===== config.mk =====
export PLATFORM = sky130hd
export DESIGN_NAME = or_req_rr_arbiter
export DESIGN_NICKNAME = d
export VERILOG_FILES = /design/src/rtl/or_req_rr_arbiter_pkg.sv /design/src/rtl/or_req_rr_arbiter_rr_pick3.sv /design/src/rtl/or_req_rr_arbiter.sv
export SDC_FILE = /design/constraint.sdc
export NUM_CORES = 1
export LEC_CHECK = 0
export ABC_AREA = 1
export CAP_MARGIN = 40
export CORE_MARGIN = 2
export CORE_UTILIZATION = 59
export CTS_BUF_LIST = sky130_fd_sc_hd__clkbuf_8
export CTS_CLUSTER_SIZE = 25
export DETAILED_ROUTE_END_ITERATION = 6
export PLACE_DENSITY = 0.86
export SKIP_CTS_REPAIR_TIMING = 1
export SLEW_MARGIN = 5
export SYNTH_ARGS = -nofsm -noshare
export SYNTH_HDL_FRONTEND = slang
export SYNTH_SLANG_ARGS = --single-unit

===== constraint.sdc =====
create_clock -name clk -period 2.9 [get_ports clk]
set_input_delay 0.435 -clock clk [delete_from_list [all_inputs] [get_ports clk]]
set_output_delay 0.435 -clock clk [all_outputs]
set_load 0.02 [all_outputs]

===== src/rtl/or_req_rr_arbiter_pkg.sv =====
// Shared definitions for the three-way round-robin arbiter and the
// controllers that reuse its pick logic.
package or_req_rr_arbiter_pkg;

  localparam int N_REQ           = 3;
  localparam int DEFAULT_TIMEOUT = 15;

  typedef enum logic [1:0] {
    IDLE  = 2'd0,
    GRANT = 2'd1,
    GAP   = 2'd2
  } state_e;

  // Circular successor of a requester index, wrapping 2 -> 0.
  function automatic logic [1:0] next_idx(input logic [1:0] idx);
    return (idx >= 2'd2) ? 2'd0 : idx + 2'd1;
  endfunction

endpackage


===== src/rtl/or_req_rr_arbiter_rr_pick3.sv =====
// Combinational circular priority pick among three requesters, starting
// the search at ptr.
module rr_pick3
  import or_req_rr_arbiter_pkg::*;
(
  input  logic [2:0] req,
  input  logic [1:0] ptr,
  output logic [1:0] winner,
  output logic       found
);

  logic [1:0] cand0;
  logic [1:0] cand1;
  logic [1:0] cand2;

  always_comb begin
    cand0  = (ptr > 2'd2) ? 2'd0 : ptr;
    cand1  = next_idx(cand0);
    cand2  = next_idx(cand1);
    winner = 2'd0;
    found  = 1'b0;
    if (req[cand0]) begin
      winner = cand0;
      found  = 1'b1;
    end else if (req[cand1]) begin
      winner = cand1;
      found  = 1'b1;
    end else if (req[cand2]) begin
      winner = cand2;
      found  = 1'b1;
    end
  end

endmodule


===== src/rtl/or_req_rr_arbiter.sv =====
// Round-robin owner of the shared OR/evaluation path: one-hot registered
// grant, held until done, withdrawal or timeout, with a dead cycle between owners.
module or_req_rr_arbiter
  import or_req_rr_arbiter_pkg::*;
#(
  parameter int N       = N_REQ,
  parameter int TIMEOUT = DEFAULT_TIMEOUT
) (
  input  logic         clk,
  input  logic         reset_n,
  input  logic [N-1:0] req,
  input  logic         done,
  output logic [N-1:0] gnt,
  output logic [1:0]   owner,
  output logic         busy,
  output logic         any_req,
  output logic         timeout_pulse
);

  localparam int CW = (TIMEOUT < 1) ? 1 : $clog2(TIMEOUT + 1);

  state_e        state_q, state_d;
  logic [N-1:0]  gnt_q, gnt_d;
  logic [1:0]    owner_q, owner_d;
  logic          busy_q, busy_d;
  logic          timeout_pulse_q, timeout_pulse_d;
  logic [CW-1:0] cnt_q, cnt_d;
  logic [1:0]    ptr_q, ptr_d;

  logic [1:0] winner;
  logic       found;
  logic       timeout_hit;
  logic       owner_req;

  assign any_req = |req;

  rr_pick3 u_pick (
    .req    (req),
    .ptr    (ptr_q),
    .winner (winner),
    .found  (found)
  );

  // Counter holds (cycles granted - 1), so the grant lasts exactly TIMEOUT cycles.
  assign timeout_hit = (TIMEOUT != 0) && (int'(cnt_q) == TIMEOUT - 1);
  assign owner_req   = req[owner_q];

  always_comb begin
    state_d         = state_q;
    gnt_d           = gnt_q;
    owner_d         = owner_q;
    busy_d          = busy_q;
    timeout_pulse_d = 1'b0;
    cnt_d           = cnt_q;
    ptr_d           = ptr_q;
    case (state_q)
      IDLE, GAP: begin
        gnt_d  = '0;
        busy_d = 1'b0;
        if (found) begin
          gnt_d[winner] = 1'b1;
          owner_d       = winner;
          busy_d        = 1'b1;
          cnt_d         = '0;
          state_d       = GRANT;
        end else begin
          state_d = IDLE;
        end
      end
      GRANT: begin
        if (done || !owner_req || timeout_hit) begin
          gnt_d           = '0;
          busy_d          = 1'b0;
          ptr_d           = next_idx(owner_q);
          timeout_pulse_d = !done && owner_req;
          state_d         = GAP;
        end else if (int'(cnt_q) != TIMEOUT) begin
          cnt_d = cnt_q + CW'(1);
        end
      end
      default: begin
        gnt_d   = '0;
        busy_d  = 1'b0;
        state_d = IDLE;
      end
    endcase
  end

  always_ff @(posedge clk or negedge reset_n) begin
    if (!reset_n) begin
      state_q         <= IDLE;
      gnt_q           <= '0;
      owner_q         <= 2'd0;
      busy_q          <= 1'b0;
      timeout_pulse_q <= 1'b0;
      cnt_q           <= '0;
      ptr_q           <= 2'd0;
    end else begin
      state_q         <= state_d;
      gnt_q           <= gnt_d;
      owner_q         <= owner_d;
      busy_q          <= busy_d;
      timeout_pulse_q <= timeout_pulse_d;
      cnt_q           <= cnt_d;
      ptr_q           <= ptr_d;
    end
  end

  assign gnt           = gnt_q;
  assign owner         = owner_q;
  assign busy          = busy_q;
  assign timeout_pulse = timeout_pulse_q;

endmodule


==> results.tsv, run 1 <==
metric	value	unit
setup TNS	0	ns
All-Layer GR Usage	0.262	
CTS tree	yes	
P_leak	0.595	nW
share of cells above drive strength 1	0.150	
Compound-Gate Fraction of Synth Area	0.0593	
FP Rows	14	
Critical Path AT	1.74	ns
Via Count	878	
die area	1910	µm²
fmax	459	MHz
setup slack after layout	0.723	ns
worst-case reg-to-reg path depth	10	
Tcrit/Tclk final	0.751	
Wirelength per Cell	13.6	µm
register area share after synthesis	0.377	
largest net degree at the start of global routing	15	
XOR/XNOR share of the synthesized area	0.0189	
RSZ-0062 raised after global routing	false	
Remaining DRCs	0	
Synth Cell Area	928	µm²
global-route wire length before repair	3.71	mm
remaining antenna violation count	0	
Period minus WS final	2.18	ns
combinational family with the most area after synthesis	simple AND/OR/NAND/NOR gates	
Die Y	43.7	µm
Critical Path RT	2.47	ns
CP Capture Type	output port	
Area Overhead vs Synth	22.1	%
clock sinks	14	
Setup-failing EPs final	0	
worst-case clock buffer depth	2	
die width	43.7	µm
flops & latches, synth	14	
Synth Area in Simple Gates	0.387	
# IOs	14	
Core Region	1490	µm²
cell count after synthesis	123	
Clock transition at path regs	0.05	ns
Worst Tran Pin Value	0.624	ns
Yosys warning count	0	
hold depth	2	
status	finished, final reports clean	
multiplexer share of the synthesized area	0	
area share of fa/ha/maj cells after synthesis	0.0809	
ant diodes	0	
fin. max-slew vios	0	
pre-CTS worst setup slack	0.730	ns
Congestion Overflow GR	0	
Root Buffer Master	clkbuf_8	
final WL	2.12	mm
Netlist cell types	20	
HP Class	reg -> reg	
Num CTS Buffers	3	
Worst-Skew Late Latency	0.25	ns
number of global-route vias before repair	895	
Slew HR	0.583	
nets@finish	153	
final-layout fill cell count	111	
GPL Wtd Cong	0.931	
critical path fanouts, max	4	
Starting DRT DRC Count	38	
CP startpoint kind	input pin	
Via density	5.63	
skew final	0.00482	ns
endpoints failing hold	0	
maximum vdd drop	0.816	mV
initial core utilization	0.624	
initial antenna violation count	0	
port bufs	13	
dpl hpwl	1.57	mm
critical path class	in -> out	
Syn Area/Cell	7.55	µm²
H-tree depth	1	
# Max-Cap Violations	0	
syn nets	135	
PD cells	1110	nW/µm²
Pre-Repair DR Iteration Count	4	
## logic make-up after synthesis
kind of cell               after synthesis
DFF                                     14
and+or+nand+nor                         73
buffers and inverters                   19
xor gates and xnor gates                 2
AOI/OAI and AO/OA                        9
adders and majority gates                6
## path summary, 6_finish.rpt
path | start | slack (ns) | endpoint
max | req[1] | 0.72 | any_req
min | gnt[2]$_DFFE_PN0P_ | 0.47 | gnt[2]$_DFFE_PN0P_
max reg2reg | ptr_q[0]$_DFFE_PN0P_ | 1.17 | gnt[0]$_DFFE_PN0P_
min reg2reg | gnt[2]$_DFFE_PN0P_ | 0.47 | gnt[2]$_DFFE_PN0P_
max in group asynchronous | reset_n | 1.92 | ptr_q[0]$_DFFE_PN0P_
min in group asynchronous | reset_n | 0.58 | timeout_pulse$_DFF_PN0_
## through the flow
stage / instances / utilization / cell area (µm²) / total power, mW / hold slack [ns]
2_1_floorplan: 123 / - / 928 / 0.848 / 0.139
3_3_place_gp: 152 / 0.724 / 1080 / 1.02 / 0.464
3_5_place_dp: 152 / 0.724 / 1080 / 1.05 / 0.465
4_1_cts: 156 / 0.761 / 1130 / 1.25 / 0.481
5_1_grt: 156 / 0.761 / 1130 / 1.36 / 0.497
6_report: 156 / 0.761 / 1130 / 1.26 / 0.475
## layer usage
| metal | global-route usage | vias up | wire length [µm] |
|---|---|---|---|
| li1 | - | 428 | - |
| met1 | 0.289 | 425 | 879 |
| met2 | 0.488 | 25 | 1150 |
| met3 | 0.0750 | 0 | 93 |
| met4 | 0.0606 | 0 | 0 |
| met5 | 0 | - | 0 |
## critical path: stages
cell	delay, ns
clkdlybuf4s50_1	0.54
inv_2	0.08
nand3_1	0.08
clkdlybuf4s50_1	0.60
## layout make-up
cell class / instances / area [µm²] / area share
multi-input combinational: 90 / 507 / 0.447
inverter: 19 / 71.3 / 0.0629
sequential: 14 / 350 / 0.309
tap: 16 / 20.0 / 0.0177
timing repair buffer: 13 / 130 / 0.115
clock buffer: 4 / 55.1 / 0.0486
## flip-flops by register name (all words and copies together) (netlist names)
register and flops:
timeout_pulse 1, gnt 3, busy 1, state_q 1, cnt_q 4, owner 2
ptr_q 2
## synthesized netlist by cell type
cell type	n	area (µm²)
dfrtp_1	14	350
nand3_1	15	75.1
nand3_2	5	50.1
nor2_1	9	33.8
o21ai_1	4	20.0
a21oi_1	1	5.00
ha_1	6	75.1
o21ai_0	2	10.0
a21boi_2	1	11.3
nand2_4	1	11.3
nor2_2	3	18.8
xor2_1	1	8.76
nand2_2	3	18.8
nand2_1	32	120
and3_1	1	6.26
nand4_1	4	25.0
inv_2	3	11.3
xnor2_1	1	8.76
a21oi_2	1	8.76
inv_1	16	60.1
## layout by cell type, fill, tap and decap left out
master	instances
nand3_1	15
xnor2_1	1
nand2_2	3
clkdlybuf4s50_1	13
a21oi_2	1
ha_1	6
inv_1	16
nand4_1	4
nor2_2	3
inv_2	3
nand2_1	32
a21oi_1	1
dfrtp_1	14
nand2_4	1
o21ai_0	2
and3_1	1
o21ai_1	4
a21boi_2	1
xor2_1	1
nand3_2	5
nor2_1	9
clkbuf_8	4
## report_power, final
part	switching (mW)	internal [mW]	total [mW]
clock	0.0684	0.120	0.189
sequential	0.0561	0.264	0.321
combinational	0.490	0.260	0.750
No activity file was read; power rests on OpenSTA's default activity.
==> run 2: changes to the inputs <==
CORE_ASPECT_RATIO = 0.8   (was default)
CORE_UTILIZATION = 49   (was 59)
PLACE_DENSITY = 0.76   (was 0.86)
clock period = 1.8 ns   (was 2.9 ns; I/O delays follow)
==> run 2 against run 1 <==
Compared with the run above:
- sequential share of layout area is 1.2 points lower
- clock skew is 0.00072 ns higher
- clock power is 62% higher
- non-clock buffer count is 4 higher
- first-iteration DRC count is 45% lower
- setup slack worse by 0.56 ns
- critical path type is now reg -> reg
- largest power group unchanged
- highest routed layer is now met4
==> results.tsv, run 2 (synthesis gave the netlist of run 1 again) <==
metric	value	unit	change
ant diodes	0		unchanged
sequential cell area	350	µm²	unchanged
initial core utilization	0.505		was 0.624
Root Buffer Master	clkbuf_8		unchanged
largest net degree at the start of global routing	15		unchanged
Util after Layout	0.641		was 0.761
Tcrit/Tclk final	0.910		
Congestion Overflow GR	0		unchanged
Area Overhead vs Synth	27.0	%	was 22.1%
final WL	2.00	mm	was 2.12 mm
Core Region	1840	µm²	was 1490 µm²
Placed Instance Area	1120	µm²	was 1080 µm²
FP Rows	14		unchanged
All-Layer GR Usage	0.211		was 0.262
commonest non-fill, non-tap cell in the layout	nand2_1		unchanged
status	finished, final reports clean		unchanged
fin area	1180	µm²	was 1130 µm²
share of cells above drive strength 1	0.188		was 0.150
Pre-Repair DR Iteration Count	4		unchanged
Critical Path RT	1.94	ns	was 2.47 ns
Period minus WS final	1.64	ns	
Num CTS Buffers	3		unchanged
Via Count	848		was 878
PD cells	1710	nW/µm²	was 1110 nW/µm²
Slew HR	0.592		was 0.583
CP Capture Type	flip-flop		was output port
Worst Tran Pin Value	0.611	ns	was 0.624 ns
global-route wire length before repair	3.41	mm	was 3.71 mm
Worst-Skew Late Latency	0.25	ns	about the same
flop2flop setup slack	0.16	ns	was 1.17 ns
remaining antenna violation count	0		unchanged
CP startpoint kind	flip-flop		was input pin
critical path fanouts, max	5		was 4
fmax	610	MHz	
commonest non-fill, non-tap cells in the layout	nand2_1 (32), inv_1 (15), nand3_1 (15), dfrtp_1 (14), clkdlybuf4s50_1 (12)		was nand2_1 (32), inv_1 (16), nand3_1 (15), dfrtp_1 (14), clkdlybuf4s50_1 (13)
P_leak	0.614	nW	was 0.595 nW
power share of the sequential group	0.257		was 0.254
port bufs	13		unchanged
Sw Share	0.477		was 0.488
final-layout fill cell count	163		was 111
cell internal pwr	1.05	mW	was 0.645 mW
# IOs	14		unchanged
Setup-failing EPs final	0		unchanged
HP Class	in -> async		was reg -> reg
Multi-input gate area	509	µm²	was 507 µm²
Die Y	42.9	µm	was 43.7 µm
# Max-Cap Violations	0		unchanged
Critical Path AT	1.78	ns	was 1.74 ns
most flop-heavy register	cnt_q		unchanged
die width	52.7	µm	was 43.7 µm
nets@finish	157		was 153
dpl hpwl	1.51	mm	was 1.57 mm
setup TNS	0	ns	unchanged
Clock transition at path regs	0.06	ns	was 0.05 ns
worst-case clock buffer depth	2		unchanged
Remaining DRCs	0		unchanged
skew final	0.00554	ns	was 0.00482 ns
GPL Wtd Cong	0.842		was 0.931
die area	2260	µm²	was 1910 µm²
critical path class	reg -> reg		was in -> out
total net switching power	0.960	mW	was 0.615 mW
RSZ-0062 raised after global routing	false		unchanged
Starting DRT DRC Count	21		was 38
logic gate share of total power	0.591		was 0.596
max reg flops	4		unchanged
fin. max-slew vios	0		unchanged
endpoints failing hold	0		unchanged
Wirelength per Cell	11.9	µm	was 13.6 µm
clock power share	0.152		was 0.150
CTS tree	yes		unchanged
maximum vdd drop	1.19	mV	was 0.816 mV
Via density	5.05		was 5.63
initial antenna violation count	0		unchanged
Pwr Total	2.01	mW	was 1.26 mW
number of global-route vias before repair	773		was 895
H-tree depth	1		unchanged
clock sinks	14		unchanged
## run 2: cell types whose count changed in the layout (fill, tap and decap cells not counted), sizes merged
cell / delta
clkdlybuf4s50: -1
dlymetal6s2s: +1
buf: +4
## run 2: area by class of cell
| class | instances | share of cell area |
|---|---|---|
| Inverter | 19 | 0.0605 |
| Timing Repair Buffer | 17 | 0.138 |
| Tap cell | 24 | 0.0255 |
| Clock buffer | 4 | 0.0467 |
| Multi-Input combinational cell | 90 | 0.432 |
| Sequential cell | 14 | 0.297 |
## run 2: path summary, 6_finish.rpt
path,from,to,cells after the start
max,ptr_q[0]$_DFFE_PN0P_,cnt_q[3]$_DFFE_PN0P_,9
min,reset_n,cnt_q[2]$_DFFE_PN0P_,1
max reg2reg,ptr_q[0]$_DFFE_PN0P_,cnt_q[3]$_DFFE_PN0P_,9
min reg2reg,gnt[0]$_DFFE_PN0P_,gnt[0]$_DFFE_PN0P_,2
max in group asynchronous,reset_n,ptr_q[1]$_DFFE_PN0P_,1
min in group clk,gnt[0]$_DFFE_PN0P_,gnt[0]$_DFFE_PN0P_,2
## run 2: power by group through the flow
stage,clock (mW),combinational (mW),sequential (mW)
6_report,0.306,1.19,0.517
5_1_grt,0.329,1.34,0.530
2_1_floorplan,0,0.794,0.572
4_1_cts,0.316,1.18,0.515
3_3_place_gp,0,1.14,0.518
3_5_place_dp,0,1.16,0.520
## run 2: critical path, cell delays in order (launching register included)
cell      delay [ns]
dfrtp_1         0.41
inv_2           0.08
ha_2            0.31
inv_2           0.09
nand3_2         0.09
a21boi_2        0.18
nand3_2         0.12
nand3_2         0.11
nand2_1         0.08
nand2_1         0.05
## run 2: through the flow
stage          setup slack (ns)  std cells  hold WS (ns)
2_1_floorplan             0.299        123       -0.0256
5_1_grt                  0.0181        168         0.473
6_report                  0.162        168         0.402
4_1_cts                  0.0504        168         0.425
3_3_place_gp             0.0698        164         0.468
3_5_place_dp             0.0522        164         0.467
## run 2: metal layers
layer	wire length, µm	part of all wire	track usage	vias to the layer above
met5	0	0	0	-
met4	14	0.0070	0.0615	0
met2	894	0.45	0.300	20
met1	990	0.50	0.308	387
met3	97	0.049	0.0669	4
li1	-	-	-	437
==> variant: new RTL, settings of run 2 <==
Register the output `timeout_pulse` once more, without a reset; this adds one clock of latency there. The other outputs are not delayed to match.
--- a/src/rtl/or_req_rr_arbiter.sv
+++ b/src/rtl/or_req_rr_arbiter.sv
@@ -110,5 +110,7 @@
   assign owner         = owner_q;
   assign busy          = busy_q;
-  assign timeout_pulse = timeout_pulse_q;
+  always_ff @(posedge clk) begin
+    timeout_pulse <= timeout_pulse_q;
+  end
 
 endmodule
Formal check against the unedited RTL: no difference found for any inputs over 10 cycles, from zero or initial values and one cycle with reset_n low; that may be too few to reach the edited logic, so the function may still have changed.
==> variant against run 2 <==
Global-route usage fell by 0.66 points. Sequential cell count rose by 1. Critical path depth rose by 1. Wire length fell by 0.65%. Worst setup slack improved by 20 ps. Synthesized area rose by 2.3%. Count of clock-buffer cells in the layout fell by 1. Power fell by 3.0%. Utilization rose by 0.61 points. Clock power fell by 9.2%. Critical endpoint is now cnt_q[1]$_DFFE_PN0P_. Largest cell class unchanged. Design area rose by 1.9%.
==> variant: results (changes against run 2) <==
[synth]
async_flop_share_pct=93.3  ; -6.7 points
yosysSeqAreaShare_pct=39.0  ; +1.3 points
synth_common_cells=nand2_1, inv_1, nand3_1
synth_area_leaders=dfrtp_1, nand2_1, ha_1
syn_nets=137  ; +1.5%
synth_xor_area_share_pct=1.84  ; -0.042 points
synth_fa_ha_area_share_pct=7.91  ; -0.18 points

[drt]
viasPerCell=4.95  ; -1.9%
drtIter0Drc=14  ; -33%

[cts]
cts_buffers=3  ; unchanged
root_buffer=clkbuf_8
cts.htree.levels=1  ; unchanged

[place]
dp_hpwl_um=1510  ; +0.13%
port_buffers=13  ; unchanged
placed_area_um2=1140  ; +1.9%
place_congestion=0.921  ; +9.4%

[min_path]
hold_path_class=reg -> reg

[critical_path]
cp-endpoint=cnt_q[1]$_DFFE_PN0P_
r2r_slack_ps=180  ; +20 ps
startpoint=ptr_q[1]$_DFFE_PN0P_
critical_path_arrival_ps=1760  ; -20 ps

[global_routing]
grt_first_pass_wirelength_um=3370  ; -1.2%
first_global_vias=787  ; +1.8%
grtUsageTotal_pct=20.5  ; -0.66 points

[layout]
drive_gt1_share_pct=17.1  ; -1.6 points

[power]
p_leak_nw=0.620  ; +0.95%
ir_drop_mv=1.11  ; -6.5%

[run_status]
outcome=completed

[timing]
tightest_slew_ps=619  ; +8.30 ps
clock_skew_ps=3.20  ; -2.34 ps

## variant: cell count changes in the layout (fill, tap and decap cells not counted), moves of 2 or more
cell,run 2,this run
nand2_2,3,6
inv_1,15,17
nand3_2,5,3
nand4_1,4,6
nor2_2,3,1
## variant: cell families (layout without fill, tap and decap cells)
| family | Yosys count | count (layout) |
|---|---|---|
| DFF | 15 | 15 |
| buffers and inverters | 20 | 41 |
| and+or+nand+nor | 73 | 73 |
| adders and majority gates | 6 | 6 |
| xor gates and xnor gates | 2 | 2 |
| AOI/OAI and AO/OA | 9 | 9 |
## variant: stage by stage
step,setup slack [ps],cells
floorplan,299,125
global placement,56.6,166
detailed placement,33.7,166
CTS,34.5,170
global route,41.2,170
finish,181,170
## variant: final cells by class
class                      count  area (um^2)
sequential                    15          370
timing repair buffer          17          163
tap                           24         30.0
inverter                      20         75.1
clock buffer                   3         41.3
fill                         168          656
multi-input combinational     90          517
clock inverter                 1         5.00
## variant: how the worst min path moves through the flow
stage | from | endpoint | slack, ps | cells past startpoint
2_1_floorplan | reset_n | busy$_DFFE_PN0P_ | -30 | 0
3_3_place_gp | timeout_pulse_q$_DFF_PN0_ | timeout_pulse$_DFF_P_ | 330 | 0
3_5_place_dp | timeout_pulse_q$_DFF_PN0_ | timeout_pulse$_DFF_P_ | 340 | 0
4_1_cts | timeout_pulse_q$_DFF_PN0_ | timeout_pulse$_DFF_P_ | 350 | 0
5_1_grt | timeout_pulse_q$_DFF_PN0_ | timeout_pulse$_DFF_P_ | 360 | 0
6_report | timeout_pulse_q$_DFF_PN0_ | timeout_pulse$_DFF_P_ | 350 | 0
## variant: worst max-delay path: cells and delay by family (launching register included)
family	cells	cell delay (ps)
AND/OR/NAND/NOR	7	660
buffers and inverters	2	250
flip-flops	1	410
adder cells (fa/ha/maj)	1	200
## variant: per-layer routing
layer | vias up | wire length [um] | track usage, %
met2 | 15 | 834 | 28.9
met5 | - | 0 | 0
li1 | 444 | - | -
met1 | 380 | 1040 | 29.4
met4 | 0 | 13 | 4.62
met3 | 3 | 92 | 8.62
## variant: report_power, final
part	internal [mW]	switching, mW
Clock	0.154	0.124
Combinational	0.428	0.712
Sequential	0.440	0.0942
